===== src/rtl/mem_arbiter.sv =====
// mem_arbiter: sequences one shared, variable-latency memory between the
// fetch stage (read-only) and the memory stage (read/write). One transaction
// at a time walks IDLE -> ISSUE -> WAIT -> DONE. Data normally wins a grant,
// but fetch is forced through after STARVE_LIMIT data grants made while
// fetch was waiting. A memory that never answers is cut off after TIMEOUT
// WAIT cycles and raises a sticky error.
module mem_arbiter #(
    parameter int TIMEOUT      = 15,
    parameter int STARVE_LIMIT = 2
) (
    input  logic        clk,
    input  logic        rst,
    input  logic        fReq,
    input  logic [15:0] fAddr,
    output logic [15:0] fData,
    output logic        fDone,
    output logic        fStall,
    input  logic        dReq,
    input  logic        dWrt,
    input  logic [15:0] dAddr,
    input  logic [15:0] dWrData,
    output logic [15:0] dData,
    output logic        dDone,
    output logic        dStall,
    output logic        memEn,
    output logic        memWr,
    output logic [15:0] memAddr,
    output logic [15:0] memDataIn,
    input  logic [15:0] memDataOut,
    input  logic        memReady,
    output logic        err
);

    localparam logic [1:0] ST_IDLE  = 2'd0;
    localparam logic [1:0] ST_ISSUE = 2'd1;
    localparam logic [1:0] ST_WAIT  = 2'd2;
    localparam logic [1:0] ST_DONE  = 2'd3;

    localparam int WW = (TIMEOUT < 2) ? 1 : $clog2(TIMEOUT + 1);
    localparam int SW = (STARVE_LIMIT < 2) ? 1 : $clog2(STARVE_LIMIT + 1);
    localparam logic [WW-1:0] WAIT_LIMIT = WW'(TIMEOUT);
    localparam logic [SW-1:0] STARVE_MAX = SW'(STARVE_LIMIT);

    logic [1:0]    state_r;
    logic          ownerData_r;   // 1: data stage owns the transaction, 0: fetch
    logic          memEn_r;
    logic          memWr_r;
    logic [15:0]   memAddr_r;
    logic [15:0]   memDataIn_r;
    logic [15:0]   fData_r;
    logic [15:0]   dData_r;
    logic          fDone_r;
    logic          dDone_r;
    logic          err_r;
    logic [WW-1:0] waitCnt_r;
    logic [SW-1:0] starveCnt_r;

    logic          fetchWins_s;
    logic [WW-1:0] waitNext_s;
    logic          timeout_s;
    logic [15:0]   rdVal_s;

    // Grant decision, wait-counter increment and the value returned to the owner
    always_comb begin
        fetchWins_s = 1'b0;
        if (fReq && (!dReq || (starveCnt_r == STARVE_MAX))) begin
            fetchWins_s = 1'b1;
        end else begin
            fetchWins_s = 1'b0;
        end
        waitNext_s = waitCnt_r + WW'(1'b1);
        timeout_s  = (waitNext_s == WAIT_LIMIT);
        rdVal_s    = 16'h0000;
        if (memReady) begin
            rdVal_s = memDataOut;
        end else begin
            rdVal_s = 16'h0000;
        end
    end

    // Transaction sequencer, arbitration bookkeeping and registered outputs
    always_ff @(posedge clk or negedge rst) begin
        if (!rst) begin
            state_r     <= ST_IDLE;
            ownerData_r <= 1'b0;
            memEn_r     <= 1'b0;
            memWr_r     <= 1'b0;
            memAddr_r   <= 16'h0000;
            memDataIn_r <= 16'h0000;
            fData_r     <= 16'h0000;
            dData_r     <= 16'h0000;
            fDone_r     <= 1'b0;
            dDone_r     <= 1'b0;
            err_r       <= 1'b0;
            waitCnt_r   <= {WW{1'b0}};
            starveCnt_r <= {SW{1'b0}};
        end else begin
            // strobes are single-cycle unless re-armed below
            memEn_r <= 1'b0;
            fDone_r <= 1'b0;
            dDone_r <= 1'b0;
            case (state_r)
                ST_IDLE: begin
                    if (fReq || dReq) begin
                        state_r <= ST_ISSUE;
                        memEn_r <= 1'b1;
                        if (fetchWins_s) begin
                            ownerData_r <= 1'b0;
                            memAddr_r   <= fAddr;
                            memDataIn_r <= 16'h0000;
                            memWr_r     <= 1'b0;
                            starveCnt_r <= {SW{1'b0}};
                        end else begin
                            ownerData_r <= 1'b1;
                            memAddr_r   <= dAddr;
                            memDataIn_r <= dWrData;
                            memWr_r     <= dWrt;
                            // only grants that bypass a waiting fetch count towards starvation
                            if (fReq) begin
                                if (starveCnt_r != STARVE_MAX) begin
                                    starveCnt_r <= starveCnt_r + SW'(1'b1);
                                end else begin
                                    starveCnt_r <= starveCnt_r;
                                end
                            end else begin
                                starveCnt_r <= {SW{1'b0}};
                            end
                        end
                    end else begin
                        state_r <= ST_IDLE;
                    end
                end
                ST_ISSUE: begin
                    state_r <= ST_WAIT;
                end
                ST_WAIT: begin
                    // memReady takes priority over a timeout landing on the same cycle
                    if (memReady || timeout_s) begin
                        state_r <= ST_DONE;
                        if (!memReady) begin
                            err_r <= 1'b1;
                        end else begin
                            err_r <= err_r;
                        end
                        if (ownerData_r) begin
                            dDone_r <= 1'b1;
                            if (!memWr_r) begin
                                dData_r <= rdVal_s;
                            end else begin
                                dData_r <= dData_r;
                            end
                        end else begin
                            fDone_r <= 1'b1;
                            fData_r <= rdVal_s;
                        end
                    end else begin
                        waitCnt_r <= waitNext_s;
                    end
                end
                ST_DONE: begin
                    waitCnt_r <= {WW{1'b0}};
                    state_r   <= ST_IDLE;
                end
                default: begin
                    state_r <= ST_IDLE;
                end
            endcase
        end
    end

    assign memEn     = memEn_r;
    assign memWr     = memWr_r;
    assign memAddr   = memAddr_r;
    assign memDataIn = memDataIn_r;
    assign fData     = fData_r;
    assign dData     = dData_r;
    assign fDone     = fDone_r;
    assign dDone     = dDone_r;
    assign err       = err_r;
    assign fStall    = fReq & ~fDone_r;
    assign dStall    = dReq & ~dDone_r;

endmodule


===== config.mk =====
export PLATFORM = sky130hd
export DESIGN_NAME = mem_arbiter
export DESIGN_NICKNAME = d
export VERILOG_FILES = /design/src/rtl/mem_arbiter.sv
export SDC_FILE = /design/constraint.sdc
export NUM_CORES = 1
export LEC_CHECK = 0
export CORE_MARGIN = 10
export CORE_UTILIZATION = 32
export CTS_CLUSTER_SIZE = 28
export DETAILED_ROUTE_END_ITERATION = 8
export PLACE_DENSITY = 0.72
export SYNTH_ARGS = -nofsm -noshare
export SYNTH_HDL_FRONTEND = slang
export SYNTH_SLANG_ARGS = --single-unit

===== constraint.sdc =====
create_clock -name clk -period 1.8 [get_ports clk]
set_clock_uncertainty 0.15 [all_clocks]
set_input_delay 0.45 -clock clk [delete_from_list [all_inputs] [get_ports clk]]
set_output_delay 0.45 -clock clk [all_outputs]
set_load 0.005 [all_outputs]

# Word-level counts from Yosys, hierarchy flattened
# Index checks and enable logic that the tools add are counted.
dict set report totals {
  register_bits 78
  output_inout_bits 71
  word_cells 66
  inputBits 70
}
dict set report op_classes {
  n_addsub 2
  eq_ne 9
  reduce_logical 13
  bitwise 7
  muxes 22
}
# cell n
set op_table {}
lappend op_table {{two-way mux 16 bit} 3}
lappend op_table {{two-way mux 1 bit} 12}
lappend op_table {{AND reduction 3 bit} 3}
lappend op_table {{two-way mux 2 bit} 4}
lappend op_table {{one-hot mux 2 bit (4 select lines)} 1}
lappend op_table {{one-hot mux 4 bit (2 select lines)} 1}
lappend op_table {{== test 2 bit (second input constant)} 3}
lappend op_table {{!= test 2 bit (second input constant)} 3}
lappend op_table {{inverter 1 bit} 5}
lappend op_table {{adder 4 x 1 -> 4 bit (second input constant)} 1}
lappend op_table {{== test 4 bit (second input constant)} 1}
lappend op_table {{two-way mux 4 bit} 1}
lappend op_table {{AND reduction 2 bit} 2}
lappend op_table {{AND reduction 4 bit} 1}
lappend op_table {{logical OR 1 bit} 3}
lappend op_table {{!= test 3 x 1 -> 1 bit (second input constant)} 1}
lappend op_table {{adder 2 x 1 -> 2 bit (second input constant)} 1}
lappend op_table {{AND 1 bit} 2}
lappend op_table {{== test 2 x 1 -> 1 bit (second input constant)} 1}
lappend op_table {{logical NOT 2 bit} 1}
lappend op_table {{nonzero test 2 bit} 1}
lappend op_table {{logical AND 1 bit} 1}
lappend op_table {{logical NOT 1 bit} 1}

# Longest topological paths before layout
dict set report logic_depth {
  depth_word 6
  ltp_mapped 8
  depth_no_buf 6
}

# Least setup slack after synthesis
# No wires, ideal clock.
dict set report synth_path {
  path_kind {reg-to-reg}
  from {reg waitCnt_r[0]}
  to {reg waitCnt_r[2]}
  path_buffers 0
  period_less_slack_ns 1.762
  required_ns 1.586
  stages_incl_launch_ff 7
  arrival_ns 1.547
  path_slack_ns 0.038
  setup_ns 0.064
  cell_sequence {dfrtp_1 -> inv_1 -> ha_1 -> and4b_4 -> or4_1 -> a21oi_1 -> a31o_2}
}
dict set report synth_between {
  elab_chain_len 5
  word_cells_on_any_way 7
  cone_classes {1 x add/sub; 2 x eq/ne; 2 x mux; 2 x reduce/logical}
}
# item line
set synth_lines {}
lappend synth_lines {{start: declaration} 55} ;# logic [WW-1:0] waitCnt_r;
lappend synth_lines {{start signal: assignment} 95} ;# waitCnt_r <= {WW{1'b0}};
lappend synth_lines {{start signal: assignment} 157} ;# waitCnt_r <= waitNext_s;
lappend synth_lines {{start signal: assignment} 161} ;# waitCnt_r <= {WW{1'b0}};
lappend synth_lines {{adder 4 x 1 -> 4 bit *} 71} ;# waitNext_s = waitCnt_r + WW'(1'b1);
lappend synth_lines {{== test 4 bit} 72} ;# timeout_s = (waitNext_s == WAIT_LIMIT);
lappend synth_lines {{logical OR 1 bit} 138} ;# if (memReady || timeout_s) begin
lappend synth_lines {{!= test 2 bit (no source line)} -}
lappend synth_lines {{AND reduction 2 bit (no source line)} -}
# Mark *: on every way between the ends. The rest lies on a longest branch, timed or not. The select of a mux whose other input is x is not followed.
# A chain may end at the register's enable or synchronous reset.

# Worst setup path in the final report
dict set report layout_path {
  from {reg waitCnt_r[1]}
  to {reg state_r[1]}
}
dict set report layout_between {
  elab_chain_len 4
}
# item line
set layout_lines {}
lappend layout_lines {{adder 4 x 1 -> 4 bit} 71}
lappend layout_lines {{== test 4 bit} 72}
lappend layout_lines {{logical OR 1 bit} 138}
lappend layout_lines {{!= test 2 bit (no source line)} -}
lappend layout_lines {{end signal: assignment} 84} ;# state_r <= ST_IDLE;
lappend layout_lines {{end signal: assignment} 134} ;# state_r <= ST_WAIT;
lappend layout_lines {{end signal: assignment} 139} ;# state_r <= ST_DONE;
lappend layout_lines {{end: declaration} 44} ;# logic [1:0] state_r;
# No other way between the ends.

==> flow_results.org <==
** Power
- Leakage power summed over all cells :: between 2 and 3 nW
- Net Sw Frac :: 32.9%
- Final total power :: 8.97 mW
- The internal power of the cells totals between 6 and 7 mW.
- Comb power frac :: a little over two fifths
- Sequential cell fraction of total power :: between 30% and 40%
- Per report_power, the clock group accounts for between 20 and 25% of the total.
- IR analysis of the VDD net gives a maximum drop of approximately 0.68 mV.
- Summed over all nets, the switching power comes to ~3 mW.
- In this run the power density over the cells is 1510 nW/um^2.

** CTS
- No sink is reached through more buffers than the 2 on the longest clock path.
- Clock transition at path regs :: about 0.06 ns
- Buffers inserted during clock tree synthesis total 9.
- TritonCTS built the clock tree.
- Master cell of the clock root buffer :: clkbuf_16
- The H-tree generated during clock tree synthesis spans 3 levels.
- The tree built by TritonCTS fans out to 78 sinks.
- For the worst-skew pair, the clock arrives at the later sink with an insertion delay of approximately 0.33 ns.

** Timing
- Post-layout worst setup margin :: -0.0444 ns
- Number of endpoints with negative hold slack in the final report :: 0
- Crit share post-route :: 102%
- For this run, the top clock speed supported by timing is 0.542 GHz.
- Adding up every negative setup slack in the final design gives -0.0841 ns.
- Measured against its own limit, the worst slew margin works out to between 70% and 80%.
- Setup repair after global routing could not meet its margin everywhere.
- Post-route minimum period :: 1.84 ns
- For the pin with the worst max-slew slack, the measured transition is just over 0.4 ns.
- On the final layout, the worst hold slack is 0.317 ns.
- The number of pins with negative max-slew slack in the final report was 0.
- Setup violations remaining at the end of the flow were counted as 3.

** Routing
- Dividing the detail-routed via count by the number of cells gives between 4 and 5.
- Post-Route WL :: 11,400 um
- Via count :: around 3,300
- DRC violation total after the first TritonRoute iteration :: around 170
- Initial DRT Pass Iterations :: 6
- Number of DRC violations after detailed routing :: 0
- In the final routed layout, each cell accounts on average for 16.4 um.
- Final ANT Viol Nets :: 0

** Synthesis
- Summed instance area of the synthesized netlist :: approximately 3600 um^2
- Synthesis instantiated 35 different standard cells from the library.
- The synthesized netlist devotes 0% of its cell area to XOR and XNOR gates.
- Most used standard cell by instance count after synthesis :: dfrtp_1
- For this run, the number of Yosys warnings is 0.
- Synthesis handed over a netlist of about 370 instances.
- Number of enable-type register cells in the synthesized netlist :: 0
- After Yosys synthesis, and, or, nand and nor cells account for a little under an eighth of the synthesized area.
- Counting every net in the synthesized netlist gives approximately 450.
- Leading post-synthesis cells by cell area :: dfrtp_1 54%, o21ai_0 7.1%, a21oi_1 4.6%
- Post-synthesis share of cell area spent on full adders, half adders and majority gates :: between 2 and 2.5%
- Summed over its instances, the top area cell type makes up between 50 and 60% of the synthesized netlist area.
- The synthesized netlist devotes 19.8% of its cell area to compound gates.
- Sequential element share of the synthesized area :: about 54%
- Synthesized area per cell :: a little under 10 um^2
- By area, the combinational part of the netlist is dominated by compound AO/OA/AOI/OAI gates.
- Async S/R FF share, synth :: 100%
- Synthesis inferred 78 register bits.
- The commonest cells after synthesis are 78 x dfrtp_1, 51 x o21ai_0, 42 x inv_1.
- Among all flip-flop cells after synthesis, the most frequent one is dfrtp_1.
- Post-synthesis cell type with the largest combined area :: dfrtp_1
- Multiplexer share of the synthesized area :: roughly 5.4%

** Die
- Measured along the y axis, the die boundary spans about 130 um.
- Core box area :: 10,900 um^2
- I/O pin cnt :: about 140
- Die outline width :: ~130 um
- Total die area :: 15,900 um^2
- Starting density of the core :: between 30% and 40%
- In this run the core area contains 38 standard-cell rows.

** Min path
- Hold/Removal Path Class :: reg2reg
- Cell depth of the worst hold path :: 1

** Worst setup path
- In this run the critical register-to-register path is launched from waitCnt_r[1]$_DFFE_PN0P_.
- Required time worst endpoint :: around 1.9 ns
- The most critical setup path has its endpoint at state_r[1]$_DFFE_PN0P_.
- The number of cells on the worst reg-to-reg path is 4.
- Data arrives at the worst endpoint at roughly 1.9 ns.
- The worst register-to-register path ends at state_r[1]$_DFFE_PN0P_.
- In this design, the stage delay of the slowest critical-path cell is between 0.4 and 0.5 ns.
- Category of the critical setup timing path :: reg2reg
- Walking the worst path, the cells encountered are nand2_2, mux2_4, o211ai_1, mux2_2.
- In this run the worst path has a maximum fanout of 5.
- Startpoint Class :: register
- The worst setup path is captured at a register.
- Cell with the largest stage delay on the worst path :: dfrtp_2
- Setup slack on the worst reg-to-reg path comes out at -0.04 ns.
- Crit. Startpoint :: waitCnt_r[1]$_DFFE_PN0P_

** Place
- Worst Setup Slack post-DPL :: -0.403 ns
- Total placed instance area :: ~5400 um^2
- Cells after DPL :: 660
- Once detailed placement completed, the half-perimeter wirelength came to approximately 8400 um.
- At the end of routability-driven placement, the weighted congestion stood at slightly below 0.8.
- The count of buffers added on input and output ports is 140.

** Job
- Maximum Capacitance Violations :: 0

** Global routing
- Initial antenna violation count :: 0
- GRT Resource Usage Total :: between 10 and 15%
- Vias in the first global route :: between 3,000 and 4,000
- The first global-routing pass estimated approximately 18,000 um of wire.
- The total overflow left after global routing is 0.
- Entering global routing, the biggest net connects 34 pins.

** Layout
- Compared with the post-synthesis result, the final layout area differs by 64.7%.
- Core utilization of the finished layout :: between 50% and 60%
- In the final design database the tool counted 630 nets.
- Final instance area :: about 6000 um^2
- For this run, the number of standard cells in the final layout without fillers is ~700.
- Fraction of final layout cells sized beyond drive strength 1 :: ~16%
- The number of antenna diodes in the final layout is 0.

** Run status
- Violated checks :: setup timing
- The run finished, with violations left.
## power groups by stage
| stage | combinational (mW) | sequential [mW] | clock (mW) |
|---|---|---|---|
| 3_5_place_dp | 3.98 | 3.09 | 0 |
| 2_1_floorplan | 1.60 | 3.07 | 0 |
| 4_1_cts | 3.88 | 3.03 | 2.10 |
| 6_report | 3.90 | 3.02 | 2.05 |
| 5_1_grt | 4.36 | 3.13 | 2.18 |
| 3_3_place_gp | 3.87 | 3.05 | 0 |
## registers in the layout, indices dropped and copies added, names as in the netlist, 2 cells and up
| register | flops |
|---|---|
| dData | 16 |
| waitCnt_r | 4 |
| starveCnt_r | 2 |
| memAddr | 16 |
| state_r | 2 |
| memDataIn | 16 |
| fData | 16 |
## layout by cell type (no fill, tap or decap), types with 3 or more instances in the layout
master | synthesis | routed
dlymetal6s2s_1 | 0 | 12
o21ai_1 | 1 | 31
dlygate4sd2_1 | 0 | 58
buf_12 | 0 | 8
o21ai_0 | 51 | 21
o21ai_4 | 3 | 3
dfrtp_1 | 78 | 76
bufinv_16 | 0 | 3
a22o_1 | 17 | 17
nand3b_1 | 4 | 4
nor2_1 | 33 | 33
ha_1 | 6 | 3
or3_1 | 4 | 4
clkdlybuf4s50_1 | 0 | 67
clkbuf_16 | 0 | 11
buf_4 | 1 | 40
mux2i_1 | 16 | 16
a21oi_1 | 33 | 32
inv_1 | 42 | 40
nand2_1 | 37 | 36
o211ai_1 | 5 | 5
## final cells by class
| type | count | area [um^2] |
|---|---|---|
| Fill cell | 983 | 5000 |
| Sequential cell | 78 | 1950 |
| Timing Repair Buffer | 191 | 1870 |
| Multi-Input combinational cell | 232 | 1440 |
| Clock buffer | 9 | 225 |
| Tap cell | 140 | 175 |
| Inverter | 42 | 158 |
| Clock inverter | 6 | 111 |
## logic make-up (layout without fill, tap and decap cells)
logic type | count (synthesis) | in the layout
muxes | 19 | 19
AOI/OAI and AO/OA | 116 | 116
and+or+nand+nor | 91 | 91
DFF | 78 | 78
buffers and inverters | 63 | 248
adders and majority gates | 6 | 6
## metal layers
metal / share of wire, % / GRT usage [%]
met1: 43 / 16.4
met2: 50 / 24.1
met3: 6.0 / 4.57
met4: 0.49 / 3.48
met5: 0 / 0
## how the worst min path moves through the flow
stage / slack [ns] / from / to
floorplan: 0.004 / rst / dData[0]$_DFFE_PN0P_
global placement: 0.26 / rst / waitCnt_r[0]$_DFFE_PN0P_
CTS: 0.32 / err$_DFFE_PN0P_ / err$_DFFE_PN0P_
detailed placement: 0.27 / rst / waitCnt_r[0]$_DFFE_PN0P_
global route: 0.35 / memAddr[11]$_DFFE_PN0P_ / memAddr[11]$_DFFE_PN0P_
finish: 0.32 / err$_DFFE_PN0P_ / err$_DFFE_PN0P_
## critical path: cells and delay by family, from the launching register on
kind | cells | cell delay [ns]
compound gates | 1 | 0.29
simple gates | 1 | 0.10
mux | 2 | 0.71
flops | 1 | 0.48
## repair_timing
item,in CTS,in global routing
resized for setup,77,47
endpoints found under the hold margin,27,0
hold buffers,1,0
pin swaps,6,5
buffers inserted,17,3
endpoints found under the setup margin,80,59
cloned,0,2
(Power assumes the default switching activity.)
